===== config.mk =====
export PLATFORM = sky130hd
export DESIGN_NAME = sdram_wr_burst_ctrl_flat
export DESIGN_NICKNAME = d
export VERILOG_FILES = /design/src/rtl/sdram_wr_burst_ctrl_if.sv /design/src/rtl/sdram_wr_burst_ctrl.sv /design/src/flat_wrapper.sv
export SDC_FILE = /design/constraint.sdc
export NUM_CORES = 1
export LEC_CHECK = 0
export BUFFER_PORTS_ARGS = -buffer_cell sky130_fd_sc_hd__clkbuf_2
export CAP_MARGIN = 20
export CORE_MARGIN = 2
export CORE_UTILIZATION = 36
export DETAILED_ROUTE_END_ITERATION = 10
export GPL_TIMING_DRIVEN = 0
export SYNTH_ARGS = -nofsm -noshare
export SYNTH_HDL_FRONTEND = slang
export SYNTH_SLANG_ARGS = --single-unit

===== constraint.sdc =====
create_clock -name clk -period 5.3 [get_ports clk]
set_clock_uncertainty 0.2 [all_clocks]
set_input_delay 0.265 -clock clk [delete_from_list [all_inputs] [get_ports clk]]
set_output_delay 0.265 -clock clk [all_outputs]
set_load 0.02 [all_outputs]

===== src/rtl/sdram_wr_burst_ctrl_if.sv =====
// -----------------------------------------------------------------------------
// sdram_wr_burst_ctrl_if
//
// Bundles every non-clock, non-reset signal of sdram_wr_burst_ctrl: the read
// port of the upstream my_fifo, the flush/busy control pair and the write-burst
// handshake to the SDRAM controller.
//
// Modports
//   master : the burst controller (drives fifo_rd_en, sdram_wr_req/addr/len/
//            data and busy; receives FIFO data, flush and controller strobes)
//   slave  : the surrounding logic (FIFO + SDRAM controller + flush source)
//
// Parameters
//   DATA_W : FIFO / SDRAM data word width
//   ADDR_W : SDRAM word-address width
//   LEN_W  : burst length field width, log2(BURST_LEN)+1
// -----------------------------------------------------------------------------
interface sdram_wr_burst_ctrl_if #(
  parameter int DATA_W = 32,
  parameter int ADDR_W = 24,
  parameter int LEN_W  = 4
);

  // my_fifo read port
  logic              fifo_rd_en;
  logic [DATA_W-1:0] fifo_rd_data;
  logic              fifo_rd_empty;

  // control
  logic              flush;
  logic              busy;

  // SDRAM controller write-burst port
  logic              sdram_wr_req;
  logic              sdram_wr_ack;
  logic [ADDR_W-1:0] sdram_wr_addr;
  logic [LEN_W-1:0]  sdram_wr_len;
  logic              sdram_wr_data_req;
  logic [DATA_W-1:0] sdram_wr_data;
  logic              sdram_wr_done;

  modport master (
    output fifo_rd_en,
    input  fifo_rd_data,
    input  fifo_rd_empty,
    input  flush,
    output busy,
    output sdram_wr_req,
    input  sdram_wr_ack,
    output sdram_wr_addr,
    output sdram_wr_len,
    input  sdram_wr_data_req,
    output sdram_wr_data,
    input  sdram_wr_done
  );

  modport slave (
    input  fifo_rd_en,
    output fifo_rd_data,
    output fifo_rd_empty,
    output flush,
    input  busy,
    input  sdram_wr_req,
    output sdram_wr_ack,
    input  sdram_wr_addr,
    input  sdram_wr_len,
    output sdram_wr_data_req,
    input  sdram_wr_data,
    output sdram_wr_done
  );

endinterface


===== src/rtl/sdram_wr_burst_ctrl.sv =====
// -----------------------------------------------------------------------------
// sdram_wr_burst_ctrl
//
// Write-path stage sitting on the read port of my_fifo, in the SDRAM write
// clock domain. Words are drained from the FIFO into a single local buffer of
// BURST_LEN entries. When the buffer is full (or when a flush asks for a
// partial burst) one write-burst request is raised to the SDRAM controller;
// the buffered words are then streamed out, one per controller data strobe.
// Once the controller reports the burst committed, the write address advances
// by the burst length and wraps back to ADDR_BASE when a full burst would no
// longer fit below ADDR_END.
//
// Ports
//   clk   : single clock (same as my_fifo rd_clk)
//   rst_n : asynchronous active-low reset; abandons any burst in progress
//   bus   : sdram_wr_burst_ctrl_if.master
//             fifo_rd_en / fifo_rd_data / fifo_rd_empty  FIFO read port,
//               data valid the cycle after fifo_rd_en
//             flush            one-cycle pulse: send buffered partial burst
//             busy             low only while filling with an empty buffer
//             sdram_wr_req     level request, held until sdram_wr_ack
//             sdram_wr_addr    burst start address
//             sdram_wr_len     burst word count (1..BURST_LEN)
//             sdram_wr_data_req / sdram_wr_data  one word per strobe cycle
//             sdram_wr_done    one-cycle pulse: burst committed
//
// Parameters
//   DATA_W, ADDR_W      : data and address widths
//   BURST_LEN           : words per full burst, power of two, 2..256
//   ADDR_BASE, ADDR_END : write region [ADDR_BASE, ADDR_END), size a multiple
//                         of BURST_LEN
// -----------------------------------------------------------------------------
module sdram_wr_burst_ctrl #(
  parameter int                DATA_W    = 32,
  parameter int                ADDR_W    = 24,
  parameter int                BURST_LEN = 8,
  parameter logic [ADDR_W-1:0] ADDR_BASE = ADDR_W'(24'h000000),
  parameter logic [ADDR_W-1:0] ADDR_END  = ADDR_W'(24'h000100)
) (
  input  logic                  clk,
  input  logic                  rst_n,
  sdram_wr_burst_ctrl_if.master bus
);

  localparam int IDX_W = $clog2(BURST_LEN);
  localparam int LEN_W = IDX_W + 1;
  localparam int AW1   = ADDR_W + 1;

  localparam logic [LEN_W-1:0] FULL      = LEN_W'(BURST_LEN);
  localparam logic [LEN_W-1:0] LEN_ONE   = LEN_W'(1);
  localparam logic [AW1-1:0]   BURST_AW1 = AW1'(BURST_LEN);

  typedef enum logic [1:0] {
    FILL,
    REQ,
    XFER,
    WAIT_DONE
  } state_t;

  state_t state;
  state_t state_nxt;

  // issued : FIFO reads launched in this fill
  // wcnt   : words actually captured into the buffer (also the burst length)
  // rcnt   : words handed to the controller in this burst
  logic [LEN_W-1:0]  issued;
  logic [LEN_W-1:0]  wcnt;
  logic [LEN_W-1:0]  rcnt;
  logic [ADDR_W-1:0] addr;
  logic              flush_pend;
  logic              rd_pend;
  logic [DATA_W-1:0] data_q;
  logic [DATA_W-1:0] burst_buf [BURST_LEN];

  logic              rd_en;
  logic              last_land;
  logic              flush_go;
  logic              flush_drop;
  logic              strobe;
  logic              last_strobe;
  logic [IDX_W-1:0]  wr_idx;
  logic [IDX_W-1:0]  rd_idx_nxt;
  logic [AW1-1:0]    addr_sum;
  logic [AW1-1:0]    addr_reach;
  logic [ADDR_W-1:0] addr_nxt;

  // ---------------------------------------------------------------------------
  // Shared decode
  // ---------------------------------------------------------------------------
  // A read launched last cycle lands now; the one that fills the buffer ends
  // the fill on the same edge it is captured.
  assign last_land  = (state == FILL) && rd_pend && (wcnt == FULL - LEN_ONE);

  // Flush only acts once nothing is in flight (issued == wcnt), so the last
  // word read before the flush is never lost.
  assign flush_go   = (state == FILL) && flush_pend && (issued == wcnt) && (wcnt != '0);
  assign flush_drop = (state == FILL) && flush_pend && (issued == wcnt) && (wcnt == '0);

  // Strobes beyond the burst length are ignored.
  assign strobe      = (state == XFER) && bus.sdram_wr_data_req && (rcnt < wcnt);
  assign last_strobe = strobe && (rcnt == wcnt - LEN_ONE);

  assign wr_idx     = wcnt[IDX_W-1:0];
  assign rd_idx_nxt = rcnt[IDX_W-1:0] + IDX_W'(1);

  // Next burst start; wrap when a full burst would cross ADDR_END. One extra
  // bit keeps the comparison free of overflow near the top of the space.
  assign addr_sum   = {1'b0, addr} + AW1'(wcnt);
  assign addr_reach = addr_sum + BURST_AW1;
  assign addr_nxt   = (addr_reach > {1'b0, ADDR_END}) ? ADDR_BASE : addr_sum[ADDR_W-1:0];

  // ---------------------------------------------------------------------------
  // FSM: state register
  // ---------------------------------------------------------------------------
  always_ff @(posedge clk or negedge rst_n) begin
    if (!rst_n) begin
      state <= FILL;
    end else begin
      // NOTE: sequential state uses non-blocking assignment so every register
      // samples the pre-edge values, independent of block evaluation order.
      state <= state_nxt;
    end
  end

  // ---------------------------------------------------------------------------
  // FSM: next-state logic
  // ---------------------------------------------------------------------------
  always_comb begin
    // NOTE: default assignment first; any path that skipped it would infer a
    // latch to hold the old value.
    state_nxt = state;
    unique case (state)
      FILL:      if (last_land || flush_go) state_nxt = REQ;
      REQ:       if (bus.sdram_wr_ack)      state_nxt = XFER;
      XFER:      if (last_strobe)           state_nxt = WAIT_DONE;
      WAIT_DONE: if (bus.sdram_wr_done)     state_nxt = FILL;
      default:                              state_nxt = FILL;
    endcase
  end

  // ---------------------------------------------------------------------------
  // FSM: outputs
  // ---------------------------------------------------------------------------
  always_comb begin
    // rst_n gates the read strobe so a non-empty FIFO is not popped while the
    // block is held in reset.
    rd_en = rst_n && (state == FILL) && !bus.fifo_rd_empty &&
            (issued < FULL) && !flush_pend;
    bus.fifo_rd_en   = rd_en;
    bus.sdram_wr_req = (state == REQ);
    bus.busy         = !((state == FILL) && (wcnt == '0));
  end

  assign bus.sdram_wr_addr = addr;
  assign bus.sdram_wr_len  = wcnt;
  assign bus.sdram_wr_data = data_q;

  // ---------------------------------------------------------------------------
  // Counters, address, flush bookkeeping and output data register
  // ---------------------------------------------------------------------------
  always_ff @(posedge clk or negedge rst_n) begin
    if (!rst_n) begin
      issued     <= '0;
      wcnt       <= '0;
      rcnt       <= '0;
      addr       <= ADDR_BASE;
      flush_pend <= 1'b0;
      rd_pend    <= 1'b0;
      data_q     <= '0;
    end else begin
      rd_pend <= rd_en;

      if (rd_en)   issued <= issued + LEN_ONE;
      if (rd_pend) wcnt   <= wcnt + LEN_ONE;

      // Leaving FILL consumes any pending flush, including one that arrives
      // together with the last word of a full burst.
      if ((state == FILL) && (state_nxt != FILL)) begin
        flush_pend <= 1'b0;
      end else if (bus.flush) begin
        flush_pend <= 1'b1;
      end else if (flush_drop) begin
        flush_pend <= 1'b0;
      end

      if ((state == REQ) && bus.sdram_wr_ack) begin
        rcnt   <= '0;
        data_q <= burst_buf[0];
      end

      if (strobe) begin
        rcnt <= rcnt + LEN_ONE;
        // After the last word the output holds rather than showing a stale
        // buffer slot.
        if (!last_strobe) data_q <= burst_buf[rd_idx_nxt];
      end

      if ((state == WAIT_DONE) && bus.sdram_wr_done) begin
        addr   <= addr_nxt;
        wcnt   <= '0;
        issued <= '0;
      end
    end
  end

  // ---------------------------------------------------------------------------
  // Burst buffer
  // ---------------------------------------------------------------------------
  // NOTE: the buffer has no reset; its contents are only read after being
  // written in the current fill, so resetting it would buy nothing.
  always_ff @(posedge clk) begin
    if (rd_pend) burst_buf[wr_idx] <= bus.fifo_rd_data;
  end

endmodule


===== src/flat_wrapper.sv =====
// flat-port wrapper written by rule: the top's interface ports become plain ports
module sdram_wr_burst_ctrl_flat 
#(
  parameter int                DATA_W    = 32,
  parameter int                ADDR_W    = 24,
  parameter int                BURST_LEN = 8,
  parameter logic [ADDR_W-1:0] ADDR_BASE = ADDR_W'(24'h000000),
  parameter logic [ADDR_W-1:0] ADDR_END  = ADDR_W'(24'h000100)
)
  (clk, rst_n, bus_fifo_rd_en, bus_fifo_rd_data, bus_fifo_rd_empty, bus_flush, bus_busy, bus_sdram_wr_req, bus_sdram_wr_ack, bus_sdram_wr_addr, bus_sdram_wr_len, bus_sdram_wr_data_req, bus_sdram_wr_data, bus_sdram_wr_done);
  sdram_wr_burst_ctrl_if #(.DATA_W(DATA_W), .ADDR_W(ADDR_W)) bus_i ();
  input  logic clk;
  input  logic rst_n;
  output wire logic [$bits(bus_i.fifo_rd_en)-1:0] bus_fifo_rd_en;
  input wire logic [$bits(bus_i.fifo_rd_data)-1:0] bus_fifo_rd_data;
  input wire logic [$bits(bus_i.fifo_rd_empty)-1:0] bus_fifo_rd_empty;
  input wire logic [$bits(bus_i.flush)-1:0] bus_flush;
  output wire logic [$bits(bus_i.busy)-1:0] bus_busy;
  output wire logic [$bits(bus_i.sdram_wr_req)-1:0] bus_sdram_wr_req;
  input wire logic [$bits(bus_i.sdram_wr_ack)-1:0] bus_sdram_wr_ack;
  output wire logic [$bits(bus_i.sdram_wr_addr)-1:0] bus_sdram_wr_addr;
  output wire logic [$bits(bus_i.sdram_wr_len)-1:0] bus_sdram_wr_len;
  input wire logic [$bits(bus_i.sdram_wr_data_req)-1:0] bus_sdram_wr_data_req;
  output wire logic [$bits(bus_i.sdram_wr_data)-1:0] bus_sdram_wr_data;
  input wire logic [$bits(bus_i.sdram_wr_done)-1:0] bus_sdram_wr_done;
  assign bus_fifo_rd_en = bus_i.fifo_rd_en;
  assign bus_i.fifo_rd_data = bus_fifo_rd_data;
  assign bus_i.fifo_rd_empty = bus_fifo_rd_empty;
  assign bus_i.flush = bus_flush;
  assign bus_busy = bus_i.busy;
  assign bus_sdram_wr_req = bus_i.sdram_wr_req;
  assign bus_i.sdram_wr_ack = bus_sdram_wr_ack;
  assign bus_sdram_wr_addr = bus_i.sdram_wr_addr;
  assign bus_sdram_wr_len = bus_i.sdram_wr_len;
  assign bus_i.sdram_wr_data_req = bus_sdram_wr_data_req;
  assign bus_sdram_wr_data = bus_i.sdram_wr_data;
  assign bus_i.sdram_wr_done = bus_sdram_wr_done;
  sdram_wr_burst_ctrl #(.DATA_W(DATA_W), .ADDR_W(ADDR_W), .BURST_LEN(BURST_LEN), .ADDR_BASE(ADDR_BASE), .ADDR_END(ADDR_END)) u_core (.clk(clk), .rst_n(rst_n), .bus(bus_i));
endmodule

==> key figures, run 1 <==
Status
  – Status: completed

CTS
  – Post_cts resized: 0
  – Total CTS buffers: 36
  – TritonCTS clock tree: done
  – Clock sink total: 328
  – # H-tree levels: 2
  – Longest Clk Path Bufs: 3
  – Clock transition at path regs: 0.06 ns
  – Setup bufs post-CTS: 0
  – Clock Latency Late Sink: 0.54 ns
  – CTS root buf: clkbuf_16

Route
  – Drt wl/cell: 21.1 um
  – DRC viols: 0
  – Via/cell ratio: 5.33
  – DRT Pass-1 Iters: 4
  – Iter 0 DRT Violations: 634
  – Vias: 8996
  – Final wirelength: 35700 um
  – Post-DRT Antenna Nets: 0

Worst setup path
  – Setup CP Type: flip-flop to flip-flop
  – Worst Path Max Fanout: 10
  – Crit path launch: u_core.bus.sdram_wr_len[0]$_DFFE_PN0P_
  – R2r setup slk: 0.69 ns
  – Worst Setup Start Kind: flip-flop
  – Required @ worst endpoint: 5.57 ns
  – CP endpoint kind: flip-flop
  – R2R cell count: 15
  – Critical path arrival: 4.89 ns
  – R2r startpoint: u_core.bus.sdram_wr_len[0]$_DFFE_PN0P_
  – Reg-to-reg endpoint: u_core.bus.sdram_wr_addr[7]$_DFFE_PN0P_

Synthesis
  – Sequential-to-total area share from yosys stat: 0.662
  – Main synth FF type: edfxtp_1
  – Post-synth top cells: 256 x edfxtp_1, 101 x nand2_1, 72 x dfrtp_1
  – Synth area leaders: edfxtp_1 54%, dfrtp_1 13%, mux4_2 10%
  – Yosys cell types: 78
  – Synth Area per Inst: 15.2 um^2
  – Synth async-reset ratio: 0.220
  – Synth Warn #: 0
  – Share of the synthesized area in the top cell type: 0.537
  – Post-synth EDFFs: 256
  – Most common cell in the netlist: edfxtp_1
  – Post-Syn Area: 0.0143 mm^2
  – Mapped Nets: 994
  – Mapped Cells: 940
  – Synth area leader: edfxtp_1
  – FF+latch count, synth: 328

Power
  – Max IR drop VDD: 0.000339 V
  – Pwr/cell area: 479 mW/mm^2
  – Leak: 6.20 nW
  – Tot Pwr: 8.38 mW

Final layout
  – Post-route cell area: 0.0175 mm^2
  – Layout cell share with drive strength beyond 1: 0.242
  – N_diodes: 0
  – Final net count: 1190
  – Area Growth Syn to Fin: 22.2%
  – Post-Layout Cell Count: 1688

STA
  – # setup viols final: 0
  – Slew margin rel.: 0.311
  – Period Utilization, post-route: 0.870
  – Final WS setup: 0.687 ns
  – Slew @ Worst Pin: 1.03 ns
  – Final max-slew violation count: 0
  – Fin Setup TNS: 0 ns
  – Final Hold Vio Count: 0
  – FMAX: 217 MHz
  – Tmin final: 4.61 ns
  – RSZ-0062 raised after global routing: false

Place
  – PortBufs: 101
  – Pre-CTS setup slack: 0.708 ns
  – Gpl congestion: 0.876
  – Hpwl dp: 23200 um
  – Post-DP Area: 0.0158 mm^2
  – DP Cell Count: 1581

Die
  – Die area: 0.0414 mm^2
  – Row count: 73
  – Initial Utilization: 0.362
  – Die height: 203 um
  – Core area: 0.0395 mm^2
  – Ports: 102
  – Die X: 203 um

Min path
  – Hold path depth: 4
  – Hold Startpoint: bus_sdram_wr_done
  – Hold Path End: u_core.state[0]$_DFF_PN0_
  – Min-Delay Path Class: input port to flip-flop

GRT
  – Number of global-route vias before repair: 9108
  – GRT Total Usage: 0.175
  – Initial antenna violation count: 1
  – Largest net degree at the start of global routing: 52
  – Global-route wire length before repair: 55000 um
  – Congestion Overflow GR: 0

Run
  – Max-Cap Viols: 0
-- cell families (layout without fill, tap and decap cells) --
kind of cell | Yosys count | in the layout | synth area share
mux | 71 | 71 | 0.106
buf+inv | 67 | 290 | 0.0195
fa+ha+maj | 15 | 15 | 0.0136
simple gates | 279 | 279 | 0.101
compound gates | 148 | 148 | 0.0784
xor+xnor | 32 | 32 | 0.0196
flops | 328 | 328 | 0.662
-- state kept, by name, indices dropped and copies added (netlist names) --
register / count
u_core.flush_pend: 1
u_core.burst_buf: 256
u_core.rcnt: 4
u_core.bus.sdram_wr_data: 32
u_core.rd_pend: 1
u_core.bus.sdram_wr_addr: 24
u_core.bus.sdram_wr_len: 4
u_core.state: 2
u_core.issued: 4
-- stage by stage --
step / utilization / hold slack (ns)
2_1_floorplan: - / -0.231
3_3_place_gp: 0.392 / 0.301
3_5_place_dp: 0.399 / 0.0199
4_1_cts: 0.442 / 0.0169
5_1_grt: 0.443 / 0.0926
6_report: 0.443 / 0.0505
-- how the worst max path moves through the flow --
stage / to / slack (ns) / cells past startpoint
5_1_grt: u_core.bus.sdram_wr_addr[2]$_DFFE_PN0P_ / 0.37 / 13
3_3_place_gp: u_core.burst_buf[4][11]$_DFFE_PP_ / -0.87 / 3
2_1_floorplan: u_core.bus.sdram_wr_addr[7]$_DFFE_PN0P_ / 1.21 / 12
4_1_cts: u_core.bus.sdram_wr_addr[7]$_DFFE_PN0P_ / 0.70 / 15
3_5_place_dp: u_core.bus.sdram_wr_addr[7]$_DFFE_PN0P_ / 0.71 / 15
6_report: u_core.bus.sdram_wr_addr[7]$_DFFE_PN0P_ / 0.69 / 15
-- layer usage --
metal | wire length, um | vias up | GRT usage
met2 | 17100 | 283 | 0.288
li1 | - | 4077 | -
met3 | 2100 | 58 | 0.0312
met1 | 15700 | 4576 | 0.242
met4 | 719 | 2 | 0.0459
met5 | 11 | - | 0
-- cell usage in the layout (no fill, tap or decap), drive strengths merged, types with 29 or more instances in the layout --
master,netlist,layout
edfxtp,256,256
clkbuf,41,190
nand2,101,101
dfrtp,72,72
mux4,64,64
nor2,46,46
dlygate4sd3,0,39
a211oi,37,37
a31oi,34,34
nor2b,33,33
buf,11,29
-- final cells by class --
| type | count | area, um^2 |
|---|---|---|
| Fill cell | 3536 | 22000 |
| Sequential cell | 328 | 9490 |
| Multi-Input combinational cell | 545 | 4610 |
| Timing Repair Buffer | 158 | 1180 |
| Clock buffer | 48 | 1020 |
| Tap cell | 525 | 657 |
| Clock inverter | 17 | 270 |
| Buffer | 52 | 223 |
| Inverter | 15 | 56.3 |
-- worst max-delay path, cell delays in order (launching register included) --
cell and delay (ns):
dfrtp_1 0.46, ha_1 0.28, fa_1 0.44, a211oi_2 0.47
nor2_1 0.23, nor2_1 0.15, ha_1 0.25, nor4_1 0.26
and4_1 0.29, a211oi_1 0.12, a211o_1 0.29, a2111oi_4 0.33
nand4_2 0.22, buf_6 0.21, o311ai_2 0.21, o21a_1 0.16
-- repair_timing --
action                                  4_1_cts  5_1_grt
hold buffers                                 39        0
endpoints found under the setup margin        0        0
endpoints found under the hold margin       332        0
-- power breakdown --
| group | switching (mW) | total [mW] | internal (mW) |
|---|---|---|---|
| clock | 1.06 | 2.71 | 1.66 |
| sequential | 0.163 | 3.13 | 2.96 |
| combinational | 1.46 | 2.54 | 1.08 |
Power figures use the tool's default switching activity.
==> run 2, diff against run 1 <==
- RECOVER_POWER: unset -> 25
==> key figures, run 2 (synthesis gave the netlist of run 1 again) <==
Route
  – Post-DRT Antenna Nets: 0
  – Iter 0 DRT Violations: 553
  – Via/cell ratio: 5.32
  – DRC viols: 0
  – Final wirelength: 35700 um
  – DRT Pass-1 Iters: 6
  – Drt wl/cell: 21.1 um
  – Vias: 8983

Die
  – Core area: 0.0395 mm^2
  – Die area: 0.0414 mm^2
  – Die height: 203 um
  – Row count: 73
  – Initial Utilization: 0.362
  – Die X: 203 um
  – Ports: 102

CTS
  – Clock sink total: 328
  – Clock transition at path regs: 0.06 ns
  – Longest Clk Path Bufs: 3
  – Total CTS buffers: 36
  – Setup bufs post-CTS: 0
  – Post_cts resized: 0
  – TritonCTS clock tree: done
  – Clock Latency Late Sink: 0.54 ns
  – CTS root buf: clkbuf_16
  – # H-tree levels: 2
  – Hold Buf Count CTS: 39

Final layout
  – Post-Layout Cell Count: 1688
  – Area Growth Syn to Fin: 22.0%
  – Largest register by flop count: u_core.burst_buf
  – Max reg flops: 256
  – Commonest non-fill, non-tap cells in the layout: 256 x edfxtp_1, 101 x nand2_1, 75 x clkbuf_2
  – Layout cell share with drive strength beyond 1: 0.220
  – N_diodes: 0
  – Commonest non-fill, non-tap cell in the layout: edfxtp_1
  – Final net count: 1190

GRT
  – GRT Total Usage: 0.175
  – Global-route wire length before repair: 55000 um
  – Congestion Overflow GR: 0
  – Initial antenna violation count: 1
  – Number of global-route vias before repair: 9108
  – Largest net degree at the start of global routing: 52

Worst setup path
  – CP max-delay cell: a211oi_2
  – Critical path arrival: 4.90 ns
  – R2r setup slk: 0.67 ns
  – Worst Setup Start Kind: flip-flop
  – Required @ worst endpoint: 5.57 ns
  – CP cell instances: ha_1, fa_1, a211oi_2, nor2_1, nor2_1, ha_1, nor4_1, and4_1, a211oi_1, a211o_1, a2111oi_4, nand4_2, buf_6, o311ai_2, o21a_1
  – R2r startpoint: u_core.bus.sdram_wr_len[0]$_DFFE_PN0P_
  – Crit path largest cell delay: 0.47 ns
  – Setup CP Type: flip-flop to flip-flop
  – CP endpoint kind: flip-flop
  – Reg-to-reg endpoint: u_core.bus.sdram_wr_addr[7]$_DFFE_PN0P_
  – Worst Path Max Fanout: 10
  – R2R cell count: 15

Power
  – Leak: 6.12 nW
  – Max IR drop VDD: 0.000338 V
  – Tot Pwr: 8.37 mW
  – Pwr/cell area: 479 mW/mm^2

STA
  – Final WS setup: 0.671 ns
  – Slew margin rel.: 0.287
  – Fin Setup TNS: 0 ns
  – Tmin final: 4.63 ns
  – FMAX: 216 MHz
  – Final Hold Vio Count: 0
  – Period Utilization, post-route: 0.873
  – Slew @ Worst Pin: 1.07 ns
  – # setup viols final: 0
  – Final max-slew violation count: 0
  – RSZ-0062 raised after global routing: false
  – Final hold slack: 0.0602 ns

Place
  – Pre-CTS setup slack: 0.708 ns
  – DP Cell Count: 1581
  – Gpl congestion: 0.876
  – PortBufs: 101
  – Hpwl dp: 23200 um

Min path
  – Hold Path End: u_core.state[0]$_DFF_PN0_
  – Hold Startpoint: bus_sdram_wr_done
  – Hold path depth: 4
  – Min-Delay Path Class: input port to flip-flop

Status
  – Status: completed

Run
  – Max-Cap Viols: 0
## run 2: changes by cell type in the layout (fill, tap and decap cells not counted)
cell	delta
clkbuf_1	+25
clkbuf_2	-25
## run 2: area by class of cell
class / count / area (um^2)
Buffer: 52 / 223
Timing Repair Buffer: 158 / 1150
Tap cell: 525 / 657
Multi-Input combinational cell: 545 / 4610
Sequential cell: 328 / 9490
Clock inverter: 17 / 270
Clock buffer: 48 / 1020
Fill cell: 3545 / 22100
Inverter: 15 / 56.3
## run 2: worst max-delay path, delay by kind of cell (launching register included)
family | cells | cell delay [ns]
AOI/OAI and AO/OA | 6 | 1.58
and+or+nand+nor | 5 | 1.16
adders and majority gates | 3 | 0.97
buffers and inverters | 1 | 0.20
DFF | 1 | 0.46
## run 2: power by group
group | total (mW) | switching, mW | internal [mW]
Combinational | 2.53 | 1.46 | 1.08
Sequential | 3.13 | 0.163 | 2.96
Clock | 2.71 | 1.05 | 1.66
## run 2: worst max path at each step
stage,start,to,slack (ns),cells past startpoint
floorplan,u_core.bus.sdram_wr_len[0]$_DFFE_PN0P_,u_core.bus.sdram_wr_addr[7]$_DFFE_PN0P_,1.21,12
global placement,u_core.bus.sdram_wr_len[2]$_DFFE_PN0P_,u_core.burst_buf[4][11]$_DFFE_PP_,-0.87,3
detailed placement,u_core.bus.sdram_wr_len[0]$_DFFE_PN0P_,u_core.bus.sdram_wr_addr[7]$_DFFE_PN0P_,0.71,15
CTS,u_core.bus.sdram_wr_len[0]$_DFFE_PN0P_,u_core.bus.sdram_wr_addr[7]$_DFFE_PN0P_,0.70,15
global route,u_core.bus.sdram_wr_len[0]$_DFFE_PN0P_,u_core.bus.sdram_wr_addr[2]$_DFFE_PN0P_,0.37,13
finish,u_core.bus.sdram_wr_len[0]$_DFFE_PN0P_,u_core.bus.sdram_wr_addr[7]$_DFFE_PN0P_,0.67,15
## run 2: routing by layer
metal	share of wire	GRT usage	up-vias
met5	0.00031	0	-
met4	0.021	0.0459	2
met3	0.060	0.0312	60
met2	0.48	0.288	279
met1	0.44	0.242	4572
li1	-	-	4070
## run 2: metrics by stage
step                utilization  cell area [um^2]
finish                    0.442             17500
global route              0.442             17500
CTS                       0.442             17500
detailed placement        0.399             15800
global placement          0.392             15500
floorplan                     -             14300
